==> src/rtl/fifo_rr_read_scheduler_pkg.sv <==
// Shared definitions for the round-robin FIFO read scheduler.
package fifo_rr_read_scheduler_pkg;

    function automatic int clog2(input int n);
        int r;
        r = 0;
        while ((1 << r) < n) r++;
        return r;
    endfunction

    // Index width that never collapses to zero bits.
    function automatic int id_bits(input int n);
        return (clog2(n) < 1) ? 1 : clog2(n);
    endfunction

    typedef enum logic {
        IDLE  = 1'b0,
        BURST = 1'b1
    } state_e;

endpackage

==> src/rtl/fifo_rr_read_scheduler_pick.sv <==
// Combinational round-robin search: first set request at or after ptr_i, wrapping.
module rr_priority_pick #(
    parameter int N        = 4,
    parameter int IDX_BITS = 2
) (
    input  logic [N-1:0]        req_i,
    input  logic [IDX_BITS-1:0] ptr_i,
    output logic                found_o,
    output logic [IDX_BITS-1:0] idx_o
);

    logic [IDX_BITS-1:0] cand;

    always_comb begin
        found_o = 1'b0;
        idx_o   = '0;
        cand    = '0;
        for (int unsigned i = 0; i < N; i++) begin
            cand = IDX_BITS'((32'(ptr_i) + i) % N);
            if (!found_o && req_i[cand]) begin
                found_o = 1'b1;
                idx_o   = cand;
            end
        end
    end

endmodule

==> src/rtl/fifo_rr_read_scheduler.sv <==
// Drains N_CH first-word-fall-through FIFOs round-robin into one registered
// valid/ready stream, in bursts of at most BURST_MAX words tagged by channel.
module fifo_rr_read_scheduler
    import fifo_rr_read_scheduler_pkg::*;
#(
    parameter  int N_CH      = 4,
    parameter  int WIDTH     = 16,
    parameter  int BURST_MAX = 8,
    localparam int CH_BITS   = id_bits(N_CH)
) (
    input  logic                  CLK,
    input  logic                  RESET,
    input  logic                  ENABLE,
    input  logic [N_CH*WIDTH-1:0] CH_DOUT,
    input  logic [N_CH-1:0]       CH_EMPTY,
    input  logic [N_CH-1:0]       CH_AEMPTY,
    output logic [N_CH-1:0]       CH_RE,
    output logic [WIDTH-1:0]      M_TDATA,
    output logic [CH_BITS-1:0]    M_TUSER,
    output logic                  M_TLAST,
    output logic                  M_TVALID,
    input  logic                  M_TREADY,
    output logic                  BUSY
);

    localparam int CNT_BITS = id_bits(BURST_MAX);

    state_e               state_q;
    logic [CH_BITS-1:0]   rr_ptr_q;
    logic [CH_BITS-1:0]   rr_ptr_d;
    logic [CH_BITS-1:0]   grant_q;
    logic [CNT_BITS-1:0]  count_q;
    logic [WIDTH-1:0]     tdata_q;
    logic [CH_BITS-1:0]   tuser_q;
    logic                 tlast_q;
    logic                 tvalid_q;

    logic [WIDTH-1:0]     dout_a [N_CH];
    logic [WIDTH-1:0]     g_dout;
    logic                 g_empty;
    logic                 g_aempty;
    logic                 slot_free;
    logic                 pop;
    logic                 last;
    logic                 pick_found;
    logic [CH_BITS-1:0]   pick_idx;

    rr_priority_pick #(
        .N        (N_CH),
        .IDX_BITS (CH_BITS)
    ) u_pick (
        .req_i   (~CH_EMPTY),
        .ptr_i   (rr_ptr_q),
        .found_o (pick_found),
        .idx_o   (pick_idx)
    );

    always_comb begin
        for (int unsigned k = 0; k < N_CH; k++) begin
            dout_a[k] = CH_DOUT[k*WIDTH +: WIDTH];
        end
    end

    always_comb begin
        g_dout    = dout_a[grant_q];
        g_empty   = CH_EMPTY[grant_q];
        g_aempty  = CH_AEMPTY[grant_q];
        slot_free = !tvalid_q || M_TREADY;
        pop       = RESET && (state_q == BURST) && slot_free && !g_empty;
        last      = pop && ((count_q == CNT_BITS'(BURST_MAX - 1)) || g_aempty);
        rr_ptr_d  = (32'(grant_q) == N_CH - 1) ? '0 : grant_q + 1'b1;
        CH_RE     = '0;
        if (pop) begin
            CH_RE[grant_q] = 1'b1;
        end
    end

    always_ff @(posedge CLK) begin
        if (!RESET) begin
            state_q  <= IDLE;
            rr_ptr_q <= '0;
            grant_q  <= '0;
            count_q  <= '0;
            tdata_q  <= '0;
            tuser_q  <= '0;
            tlast_q  <= 1'b0;
            tvalid_q <= 1'b0;
        end else begin
            // A pop below overrides this release of the output slot.
            if (tvalid_q && M_TREADY) begin
                tvalid_q <= 1'b0;
            end
            unique case (state_q)
                IDLE: begin
                    if (ENABLE && pick_found) begin
                        grant_q <= pick_idx;
                        count_q <= '0;
                        state_q <= BURST;
                    end
                end
                BURST: begin
                    if (pop) begin
                        tdata_q  <= g_dout;
                        tuser_q  <= grant_q;
                        tlast_q  <= last;
                        tvalid_q <= 1'b1;
                        count_q  <= last ? '0 : count_q + 1'b1;
                        if (last) begin
                            state_q  <= IDLE;
                            rr_ptr_q <= rr_ptr_d;
                        end
                    end else if (g_empty) begin
                        state_q  <= IDLE;
                        rr_ptr_q <= rr_ptr_d;
                    end
                end
            endcase
        end
    end

    assign M_TDATA  = tdata_q;
    assign M_TUSER  = tuser_q;
    assign M_TLAST  = tlast_q;
    assign M_TVALID = tvalid_q;
    assign BUSY     = (state_q != IDLE) || tvalid_q;

endmodule

==> config.mk <==
export PLATFORM = sky130hd
export DESIGN_NAME = fifo_rr_read_scheduler
export DESIGN_NICKNAME = d
export VERILOG_FILES = /design/src/rtl/fifo_rr_read_scheduler_pkg.sv /design/src/rtl/fifo_rr_read_scheduler_pick.sv /design/src/rtl/fifo_rr_read_scheduler.sv
export SDC_FILE = /design/constraint.sdc
export NUM_CORES = 1
export LEC_CHECK = 0
export ABC_AREA = 1
export CAP_MARGIN = 20
export CORE_AREA = 2 2 76 78
export DETAILED_ROUTE_END_ITERATION = 6
export DIE_AREA = 0 0 78 80
export PLACE_DENSITY = 0.77
export RECOVER_POWER = 25
export SLEW_MARGIN = 40
export SYNTH_ARGS = -nofsm -noshare
export SYNTH_HDL_FRONTEND = slang
export SYNTH_SLANG_ARGS = --single-unit
==> constraint.sdc <==
create_clock -name CLK -period 2.4 [get_ports CLK]
set_input_delay 0.72 -clock CLK [delete_from_list [all_inputs] [get_ports CLK]]
set_output_delay 0.72 -clock CLK [all_outputs]
set_load 0.03 [all_outputs]
Word-level counts from Yosys, hierarchy flattened
Index checks and enable logic that the tools add are counted.

cells by class
  $add $sub $neg = 5
  $lt $le $gt $ge = 7
  equality and inequality tests = 5
  muxes and demuxes = 42
  bitwise gates (word level) = 3
  reduce and logical (&&, ||, !) cells = 23

operator list
  kind                   number
  $bmux W16 S2           1
  $mux W16               2
  $mux W1                18
  $mux W2                8
  $lt A2 B3 Y1 const B   5
  $bmux W1 S2            6
  $logic_and A1 B1 Y1    10
  $mux W3                3
  $pmux W3 S2            1
  $reduce_and A2 Y1      3
  $logic_not A1 Y1       5
  $add A2 B1 Y2 const B  2
  $add A2 B2 Y2 const B  2
  $mux W4                1
  $ne A2 B1 Y1 const B   2
  $not A4 Y4             1
  $add A3 B1 Y3 const B  1
  $eq A3 B3 Y1 const B   1
  $ge A3 B3 Y1 const B   1
  $logic_or A1 B1 Y1     3
  $not A2 Y3             1
  $reduce_and A3 Y1      1
  $demux W1 S2           1
  $eq A2 B2 Y1 const B   1
  5 further kinds        5

word-level totals
  register bits = 28
  output and inout bits = 25
  logic and storage cells = 93

Logic depth before layout (Yosys ltp)
Gate-level depths: netlist (run 1).

  depth in word-level cells = 16
  depth in mapped cells = 12
  depth with buffers taken out = 11

Modules after synthesis
A second synthesis (run 1) with hierarchy kept.

second synthesis, totals
  cells, all modules = 320
  area, all modules = 2025.7 µm²

modules (own cells, without submodules)
  module                  instances  cells an instance  area each (µm²)  seq. area each (µm²)
  fifo_rr_read_scheduler  1          261                1706.6           560.5
  rr_priority_pick        1          59                 319.1            0.0

Worst setup path before layout (run 1)
No wires, ideal clock.

  kind = input to output
  start point = in RESET
  end point = out CH_RE[0]
  arrival time = 1719 ps
  data required time = 1680 ps
  path slack = -39 ps
  stages on the path = 6
  path buffers = 2
  cells stage by stage = buf_2 > nand3_1 > inv_2 > nand2_4 > buf_2 > nor2_1

between the ends
  word-level cells in the longest chain between the ends = 4

ends and longest elaborated chain
  what                              line                          source
  start, declared                   fifo_rr_read_scheduler.sv:12  input logic RESET,
  $logic_and A1 B1 Y1 (3 in a row)  fifo_rr_read_scheduler.sv:69  pop = RESET && (state_q == BURST) && slot_free && !g_empty;
  $mux W4                           fifo_rr_read_scheduler.sv:73  if (pop) begin
  end, declared                     fifo_rr_read_scheduler.sv:17  output logic [N_CH-1:0] CH_RE,

No other way between the ends.

Final worst setup path (run 1)
  start point = in CH_EMPTY[3]
  end point = out CH_RE[0]

between the ends
  word-level cells in the longest chain between the ends = 5

ends and longest elaborated chain
  what                           line                          source
  start, declared                fifo_rr_read_scheduler.sv:15  input logic [N_CH-1:0] CH_EMPTY,
  $bmux W1 S2                    fifo_rr_read_scheduler.sv:66  g_empty = CH_EMPTY[grant_q];
  $mux W1 (implied by the code)  fifo_rr_read_scheduler.sv:66
  $logic_not A1 Y1               fifo_rr_read_scheduler.sv:69
  $logic_and A1 B1 Y1            fifo_rr_read_scheduler.sv:69
  $mux W4                        fifo_rr_read_scheduler.sv:73

No other way between the ends. The select of a mux whose other input is x is not followed.

==> results of run 1 <==
worst reg2reg max path, stage by stage (launching register included):
cell	delay (ns)
dfxtp_1	0.32
inv_2	0.33
nand3_2	0.16
nand2_4	0.14
nand2_8	0.09
buf_4	0.19
inv_6	0.24
nand2_1	0.17
nand3_1	0.10
o21ai_1	0.07
registers in the layout (all words and copies together) (netlist names):
| name | flops |
|---|---|
| count_q | 3 |
| M_TUSER | 2 |
| M_TVALID | 1 |
| M_TLAST | 1 |
| rr_ptr_q | 2 |
| M_TDATA | 16 |
| grant_q | 2 |
| state_q | 1 |
placed cells by master, fill, tap and decap left out, drive strengths merged:
cell type,count
nand2,61
o22ai,6
nand3,18
clkbuf,3
ha,6
o211ai,2
dfxtp,28
inv,20
a21oi,9
dlygate4sd2,6
buf,20
nand4,4
a31oi,10
or2,1
clkdlybuf4s50,90
a21boi,1
nor2,79
o21ai,53
layout make-up:
type / count / area (µm²) / share of cell area [%]
clock buffers: 3 / 41.3 / 1.28
flip-flops and latches: 28 / 561 / 17.4
repair buffers: 116 / 1110 / 34.5
well taps: 72 / 90.1 / 2.79
inverters: 20 / 85.1 / 2.64
multi-input cells: 250 / 1340 / 41.4
report_power, final:
group          internal [µW]  switching [µW]
logic                    323             416
registers                500            37.8
clock network            113             139
total                    937             592
kinds of logic (layout without fill, tap and decap cells):
logic type	count (synthesis)	count (layout)	share of synthesized area [%]
simple gates	163	163	34.1
buf+inv	41	139	10.8
fa+ha+maj	6	6	3.55
compound gates	81	81	25.1
flops	28	28	26.5
timing repair:
action,4_1_cts,5_1_grt
setup buffers,1,1
setup endpoints to repair,4,1
gates resized for setup,14,3
pin swaps,7,2
hold buffers,0,0
metrics by stage:
stage	area, µm²	std cells	utilization, %	hold WS [ns]
after floorplan	2110	319	-	0.440
after global placement	3160	484	58.4	0.450
after detailed placement	3160	484	58.4	0.461
after CTS	3230	488	59.7	0.472
after global routing	3220	489	59.7	0.522
final	3220	489	59.7	0.473
routing by layer:
layer	global-route usage (%)	vias up	share of wire [%]
li1	-	1245	-
met1	24.1	1088	43
met2	35.6	77	51
met3	3.17	11	4.6
met4	5.79	0	1.7
met5	0	-	0
path summary, 6_finish.rpt:
kind | startpoint | endpoint | slack (ns) | cells after the start
max | CH_EMPTY[3] | CH_RE[0] | 0.07 | 7
min | M_TLAST | M_TLAST | 0.47 | 2
max reg2reg | grant_q[1] | count_q[2] | 0.50 | 9
min reg2reg | M_TLAST | M_TLAST | 0.47 | 2
==> results.py, run 1 <==
metrics = {
    "run_status": {
        "status": "finished, final reports clean",
    },
    "placement": {
        "finalWeightedCongestion": 0.839,
        "hpwl_mm": 4.80,
        "dpl_worst_slack_ns": -0.140,
        "io_buffers": 100,
    },
    "synthesis": {
        "synth_top_area_share_pct": 26.5,
        "synth_edf_count": 0,
        "synthCells": 319,
        "yosysTopAreaCell": "dfxtp_1",
        "yosys-top-cells-area": "dfxtp_1 27%, nor2_1 14%, o21ai_0 8.3%",
        "synth-async-reset-ratio_pct": 0,
        "post_synth.cell_area_avg_um2": 6.63,
        "synthFlopType": "dfxtp_1",
        "synth.cell_area_um2": 2110,
        "yosys_warnings": 0,
        "synth_commonest_cells": "79 x nor2_1, 46 x nand2_1, 35 x o21ai_0",
        "synth.yosys.seq_area_share_pct": 26.5,
        "ys_types": 30,
        "syn_nets": 401,
        "yosysMostFrequentCell": "nor2_1",
        "ys_ff_latch": 28,
    },
    "global_route": {
        "grtUsageTotal_pct": 19.7,
        "grt_pass1_wl_mm": 10.1,
        "grt_pass1_vias": 2272,
        "antenna_found_initial": 0,
        "grt_overflow_total": 0,
        "grt_max_degree": 34,
    },
    "finish": {
        "nets": 501,
        "n_fill_cell": 564,
        "syn_to_final_growth_pct": 52.5,
        "drive_gt1_share_pct": 16.5,
        "diodes": 0,
    },
    "power": {
        "powerDensity_nw_per_um2": 474,
        "peakVddDrop_uv": 250,
        "p_leak_uw": 0.00135,
        "finalPower_uw": 1530,
    },
    "floorplan": {
        "coreArea_um2": 5410,
        "die_w_um": 78,
        "ios": 101,
        "die_area_um2": 6240,
        "floorplan.initialDensity_pct": 39.1,
        "die_h_um": 80,
        "rows": 27,
    },
    "timing": {
        "finalHoldViolations": 0,
        "maxSlewViolCount": 0,
        "worst_slack_ns": 0.0666,
        "tightest_slew_ns": 0.430,
        "finalSetupViolCount": 0,
        "finClkSkew_ns": 0.00586,
        "slew_headroom_pct": 71.3,
        "tns_ns": 0,
        "period_share_pct": 97.2,
        "period_needed_ns": 2.33,
        "fmaxAchievable_mhz": 429,
    },
    "clocking": {
        "clock_latency_ns": 0.27,
        "cts_made_buffers": 3,
        "clk_pin_slew_ns": 0.08,
        "clockRootBuffer": "clkbuf_8",
        "cts_tree": "done",
        "clock_path_buffers": 2,
        "clock_sinks": 28,
        "h-tree-depth": 1,
    },
    "worst_setup_path": {
        "required_ns": 1.68,
        "path_class": "in2out",
        "cp_slowest_stage_delay_ns": 0.25,
        "crit_buf_inv": 2,
        "arrival_ns": 1.61,
        "end_kind": "output pin",
        "crit_path_top_delay_cell": "dlygate4sd2_1",
        "cp_top_family": "simple AND/OR/NAND/NOR gates",
        "startpoint_type": "input port",
        "crit_path_max_fanout": 7,
        "crit_chain": "dlygate4sd2_1 -> nand2_1 -> nand3_2 -> nand2_4 -> nand2_8 -> nor2_1 -> buf_4",
    },
    "job": {
        "drv_cap": 0,
    },
    "drt": {
        "routedWlPerCell_um": 12.7,
        "dr.pass1.iters": 4,
        "vias_per_cell": 4.95,
        "drc": 0,
        "drt-total-wl_mm": 6.20,
        "ant_nets": 0,
        "vias": 2421,
        "drtIter0Drc": 114,
    },
    "worst_hold_path": {
        "hold_path_class": "reg2reg",
    },
}
Power figures use the tool's default switching activity.
==> run 2, diff against run 1 <==
Settings changed: CORE_AREA 2 2 76 78 to 2 2 72 74, DIE_AREA 0 0 78 80 to 0 0 74 76, PLACE_DENSITY 0.77 to 0.85.
==> results.py, run 2 (synthesized netlist as in run 1, its figures left out) <==
metrics = {
    "power": {
        "peakVddDrop_uv": 268,
        "p_leak_uw": 0.00138,
        "powerDensity_nw_per_um2": 506,
        "finalPower_uw": 1670,
    },
    "worst_setup_path": {
        "crit_path_max_fanout": 14,
        "startpoint": "grant_q[1]",
        "arrival_ns": 1.60,
        "required_ns": 1.68,
        "startpoint_type": "register",
        "path_class": "reg2out",
        "end_kind": "output pin",
        "r2r-start": "grant_q[1]",
    },
    "drt": {
        "vias": 2415,
        "vias_per_cell": 4.92,
        "dr.pass1.iters": 4,
        "drc": 0,
        "ant_nets": 0,
        "routedWlPerCell_um": 12.4,
        "drt-total-wl_mm": 6.11,
        "drtIter0Drc": 114,
    },
    "global_route": {
        "use_met3_pct": 2.91,
        "grtUsageTotal_pct": 22.3,
        "busiest_layer": "met2",
        "antenna_found_initial": 0,
        "grt_overflow_total": 0,
        "use_met1_pct": 25.3,
        "grt_pass1_wl_mm": 10.1,
        "grt_pass1_vias": 2333,
        "grt_max_degree": 27,
        "use_met2_pct": 40.4,
    },
    "timing": {
        "maxSlewViolCount": 0,
        "rsz0062_at_grt": "false",
        "finClkSkew_ns": 0.00313,
        "period_needed_ns": 2.32,
        "period_share_pct": 96.6,
        "slew_headroom_pct": 72.7,
        "finalHoldViolations": 0,
        "tns_ns": 0,
        "fmaxAchievable_mhz": 431,
        "finalSetupViolCount": 0,
        "tightest_slew_ns": 0.409,
    },
    "floorplan": {
        "rows": 26,
        "coreArea_um2": 4910,
        "ios": 101,
        "die_h_um": 76,
        "die_area_um2": 5620,
        "floorplan.initialDensity_pct": 43.0,
        "die_w_um": 74,
    },
    "clocking": {
        "h-tree-depth": 1,
        "clockRootBuffer": "clkbuf_8",
        "clock_latency_ns": 0.28,
        "clk_pin_slew_ns": 0.10,
        "cts_made_buffers": 3,
        "clock_path_buffers": 2,
        "clock_sinks": 28,
        "cts_tree": "done",
        "holdBufCountCts": 0,
    },
    "finish": {
        "diodes": 0,
        "syn_to_final_growth_pct": 56.1,
        "final_cell_mix": "90 x clkdlybuf4s50_1, 75 x nor2_1, 48 x nand2_1",
        "nets": 504,
        "drive_gt1_share_pct": 17.6,
        "n_fill_cell": 416,
        "largest_reg_flops": 16,
        "multi_input_area_um2": 1340,
        "seqCellArea_um2": 561,
        "final_common_cell": "clkdlybuf4s50_1",
    },
    "placement": {
        "hpwl_mm": 4.74,
        "io_buffers": 100,
        "finalWeightedCongestion": 0.858,
    },
    "run_status": {
        "status": "finished, final reports clean",
    },
    "job": {
        "drv_cap": 0,
    },
    "worst_hold_path": {
        "hold_path_class": "reg2reg",
        "min_from": "count_q[2]",
    },
}
## run 2: final timing paths
path | end | slack, ns | cells past startpoint
setup / recovery | CH_RE[2] | 0.08 | 6
hold / removal | count_q[2] | 0.48 | 2
setup reg to reg | M_TDATA[5] | 0.44 | 10
hold reg to reg | count_q[2] | 0.48 | 2
## run 2: what timing repair did
action	4_1_cts	5_1_grt
gates resized for setup	13	3
pin swaps	4	1
buffers inserted	2	0
setup endpoints to repair	4	1
## run 2: area by class of cell
cell class / count / area share (%)
flip-flops and latches: 28 / 17.0
repair buffers: 119 / 35.1
multi-input cells: 250 / 40.6
well taps: 70 / 2.65
inverters: 20 / 2.50
clock buffers: 3 / 1.25
clock inverters: 1 / 0.910
## run 2: where the power goes
group | internal (µW) | total [µW] | switching, µW
registers | 500 | 539 | 38.7
logic | 329 | 745 | 416
clock network | 224 | 385 | 161
total | 1050 | 1670 | 616
## run 2: routing by layer
layer  up-vias  part of all wire, %
li1       1260                    -
met4         0                  2.6
met3        12                  5.2
met2        84                   52
met1      1059                   40
met5         -                    0
## run 2: critical path, cell delays in order (launching register included)
cell	delay, ns
dfxtp_1	0.43
inv_2	0.28
nand3_2	0.15
nand2_4	0.13
nand2_8	0.08
nor2_4	0.11
buf_6	0.13
## run 2: through the flow
step | area (µm²) | setup WS, ns | hold slack (ns) | cells | utilization [%]
floorplan | 2110 | -0.0390 | 0.440 | 319 | -
global placement | 3200 | -0.0965 | 0.450 | 485 | 65.2
detailed placement | 3200 | -0.130 | 0.459 | 485 | 65.2
CTS | 3310 | 0.0743 | 0.474 | 491 | 67.3
global route | 3300 | 0.00494 | 0.513 | 491 | 67.2
finish | 3300 | 0.0805 | 0.476 | 491 | 67.2
==> run 3, diff against run 2 <==
Settings changed: CELL_PAD_IN_SITES_DETAIL_PLACEMENT from default to 0, CELL_PAD_IN_SITES_GLOBAL_PLACEMENT from default to 1, CORE_AREA 2 2 72 74 to 2 2 87 89, DIE_AREA 0 0 74 76 to 0 0 89 91, PLACE_DENSITY 0.85 to default, PLACE_DENSITY_LB_ADDON from default to 0.1.
==> results.py, run 3 (synthesized netlist as in run 1, its figures left out) <==
metrics = {
    "run_status": {
        "status": "finished, final reports clean",
    },
    "floorplan": {
        "die_area_um2": 8100,
        "floorplan.initialDensity_pct": 29.6,
        "ios": 101,
        "die_h_um": 91,
        "coreArea_um2": 7140,
        "rows": 31,
        "die_w_um": 89,
    },
    "finish": {
        "largest_reg_flops": 16,
        "n_fill_cell": 793,
        "syn_to_final_growth_pct": 57.2,
        "final_cell_mix": "89 x clkdlybuf4s50_1, 77 x nor2_1, 46 x nand2_1",
        "multi_input_area_um2": 1340,
        "nets": 504,
        "seqCellArea_um2": 562,
        "final_common_cell": "clkdlybuf4s50_1",
        "fin_area_um2": 3320,
        "diodes": 0,
        "drive_gt1_share_pct": 18.1,
    },
    "power": {
        "power.switching_uw": 614,
        "p_leak_uw": 0.00141,
        "power.share.switching_pct": 36.8,
        "powerDensity_nw_per_um2": 502,
        "peakVddDrop_uv": 276,
        "p_int_uw": 1050,
        "seqPwrFrac_pct": 32.2,
        "pwr-share-clk_pct": 23.0,
        "pwr-share-comb_pct": 44.7,
    },
    "timing": {
        "finalSetupViolCount": 0,
        "fmaxAchievable_mhz": 431,
        "period_share_pct": 96.6,
        "maxSlewViolCount": 0,
        "hold_slack_ns": 0.469,
        "tightest_slew_ns": 0.534,
        "rsz0062_at_grt": "false",
        "worst_slack_ns": 0.0812,
        "tns_ns": 0,
        "slew_headroom_pct": 64.4,
        "finalHoldViolations": 0,
        "finClkSkew_ns": 0.00437,
        "period_needed_ns": 2.32,
    },
    "clocking": {
        "clock_sinks": 28,
        "cts_made_buffers": 3,
        "clock_latency_ns": 0.28,
        "holdBufCountCts": 0,
        "cts_tree": "done",
        "clock_path_buffers": 2,
        "clk_pin_slew_ns": 0.10,
        "h-tree-depth": 1,
        "clockRootBuffer": "clkbuf_8",
    },
    "global_route": {
        "antenna_found_initial": 0,
        "grt_max_degree": 27,
        "grt_overflow_total": 0,
        "grt_pass1_wl_mm": 10.0,
        "grtUsageTotal_pct": 15.7,
        "grt_pass1_vias": 2143,
    },
    "drt": {
        "routedWlPerCell_um": 12.3,
        "vias_per_cell": 4.48,
        "dr.pass1.iters": 3,
        "drc": 0,
        "drtIter0Drc": 31,
        "vias": 2327,
        "drt-total-wl_mm": 6.38,
        "ant_nets": 0,
    },
    "worst_setup_path": {
        "startpoint": "CH_EMPTY[2]",
        "required_ns": 1.68,
        "crit_end": "CH_RE[3]",
        "ff2ff_path_depth": 10,
        "startpoint_type": "input port",
        "path_class": "in2out",
        "arrival_ns": 1.60,
        "rrSetupSlack_ns": 0.27,
        "crit_path_max_fanout": 6,
        "end_kind": "output pin",
        "r2r-start": "grant_q[0]",
        "r2r_end": "M_TUSER[0]",
    },
    "placement": {
        "place_area_um2": 3230,
        "io_buffers": 100,
        "dpl_worst_slack_ns": -0.142,
        "hpwl_mm": 5.03,
        "finalWeightedCongestion": 0.789,
    },
    "worst_hold_path": {
        "hold_path_class": "reg2reg",
    },
    "job": {
        "drv_cap": 0,
    },
}
-- run 3: cell count changes in the layout (fill, tap and decap cells not counted), moves of 2 or more --
cell     previous run  this run
nand2_4             1         3
buf_6               3         0
nand2_1            48        46
nor2_4              2         0
nor2_1             75        77
-- run 3: how the worst min path moves through the flow --
| stage | startpoint | endpoint | slack (ns) | cells past startpoint |
|---|---|---|---|---|
| floorplan | count_q[1] | count_q[1] | 0.44 | 2 |
| global placement | count_q[2] | count_q[2] | 0.45 | 2 |
| detailed placement | count_q[1] | count_q[1] | 0.46 | 2 |
| CTS | count_q[2] | count_q[2] | 0.47 | 2 |
| global route | count_q[2] | count_q[2] | 0.50 | 2 |
| finish | count_q[1] | count_q[1] | 0.47 | 2 |
-- run 3: what timing repair did --
action	in CTS	in global routing
pin swaps	5	0
cloned	0	0
setup buffers	3	0
resized for setup	10	2
setup endpoints to repair	4	5
-- run 3: power groups by stage --
| stage | registers [µW] | logic (µW) | clock network [µW] |
|---|---|---|---|
| CTS | 539 | 762 | 391 |
| global route | 545 | 827 | 416 |
| floorplan | 575 | 449 | 0 |
| finish | 538 | 746 | 384 |
| global placement | 548 | 756 | 0 |
| detailed placement | 548 | 757 | 0 |
-- run 3: metrics by stage --
| stage | power, µW | instances | util (%) |
|---|---|---|---|
| 6_report | 1670 | 520 | 46.6 |
| 5_1_grt | 1790 | 520 | 46.6 |
| 4_1_cts | 1690 | 520 | 46.6 |
| 3_5_place_dp | 1310 | 513 | 45.2 |
| 3_3_place_gp | 1300 | 513 | 45.2 |
| 2_1_floorplan | 1020 | 319 | - |
-- run 3: worst max-delay path: stages --
cell and delay, ns:
dlygate4sd2_1 0.25, nand2_1 0.08, nand3_2 0.09, nand2_4 0.10, nand2_4 0.08, nor2_1 0.11, buf_4 0.16
-- run 3: final cells by class --
type	count	area share, %
Multi-Input combinational cell	250	40.2
Timing Repair Buffer	119	34.5
Sequential cell	28	16.9
Tap cell	99	3.73
Inverter	20	2.48
Clock buffer	3	1.24
Clock inverter	1	0.904
-- run 3: per-layer routing --
metal  up-vias  track usage (%)  part of all wire [%]
li1       1253                -                     -
met1      1011             20.0                    47
met2        59             25.4                    45
met3         4             4.64                   7.3
met4         0             4.35                  0.94
met5         -                0                     0
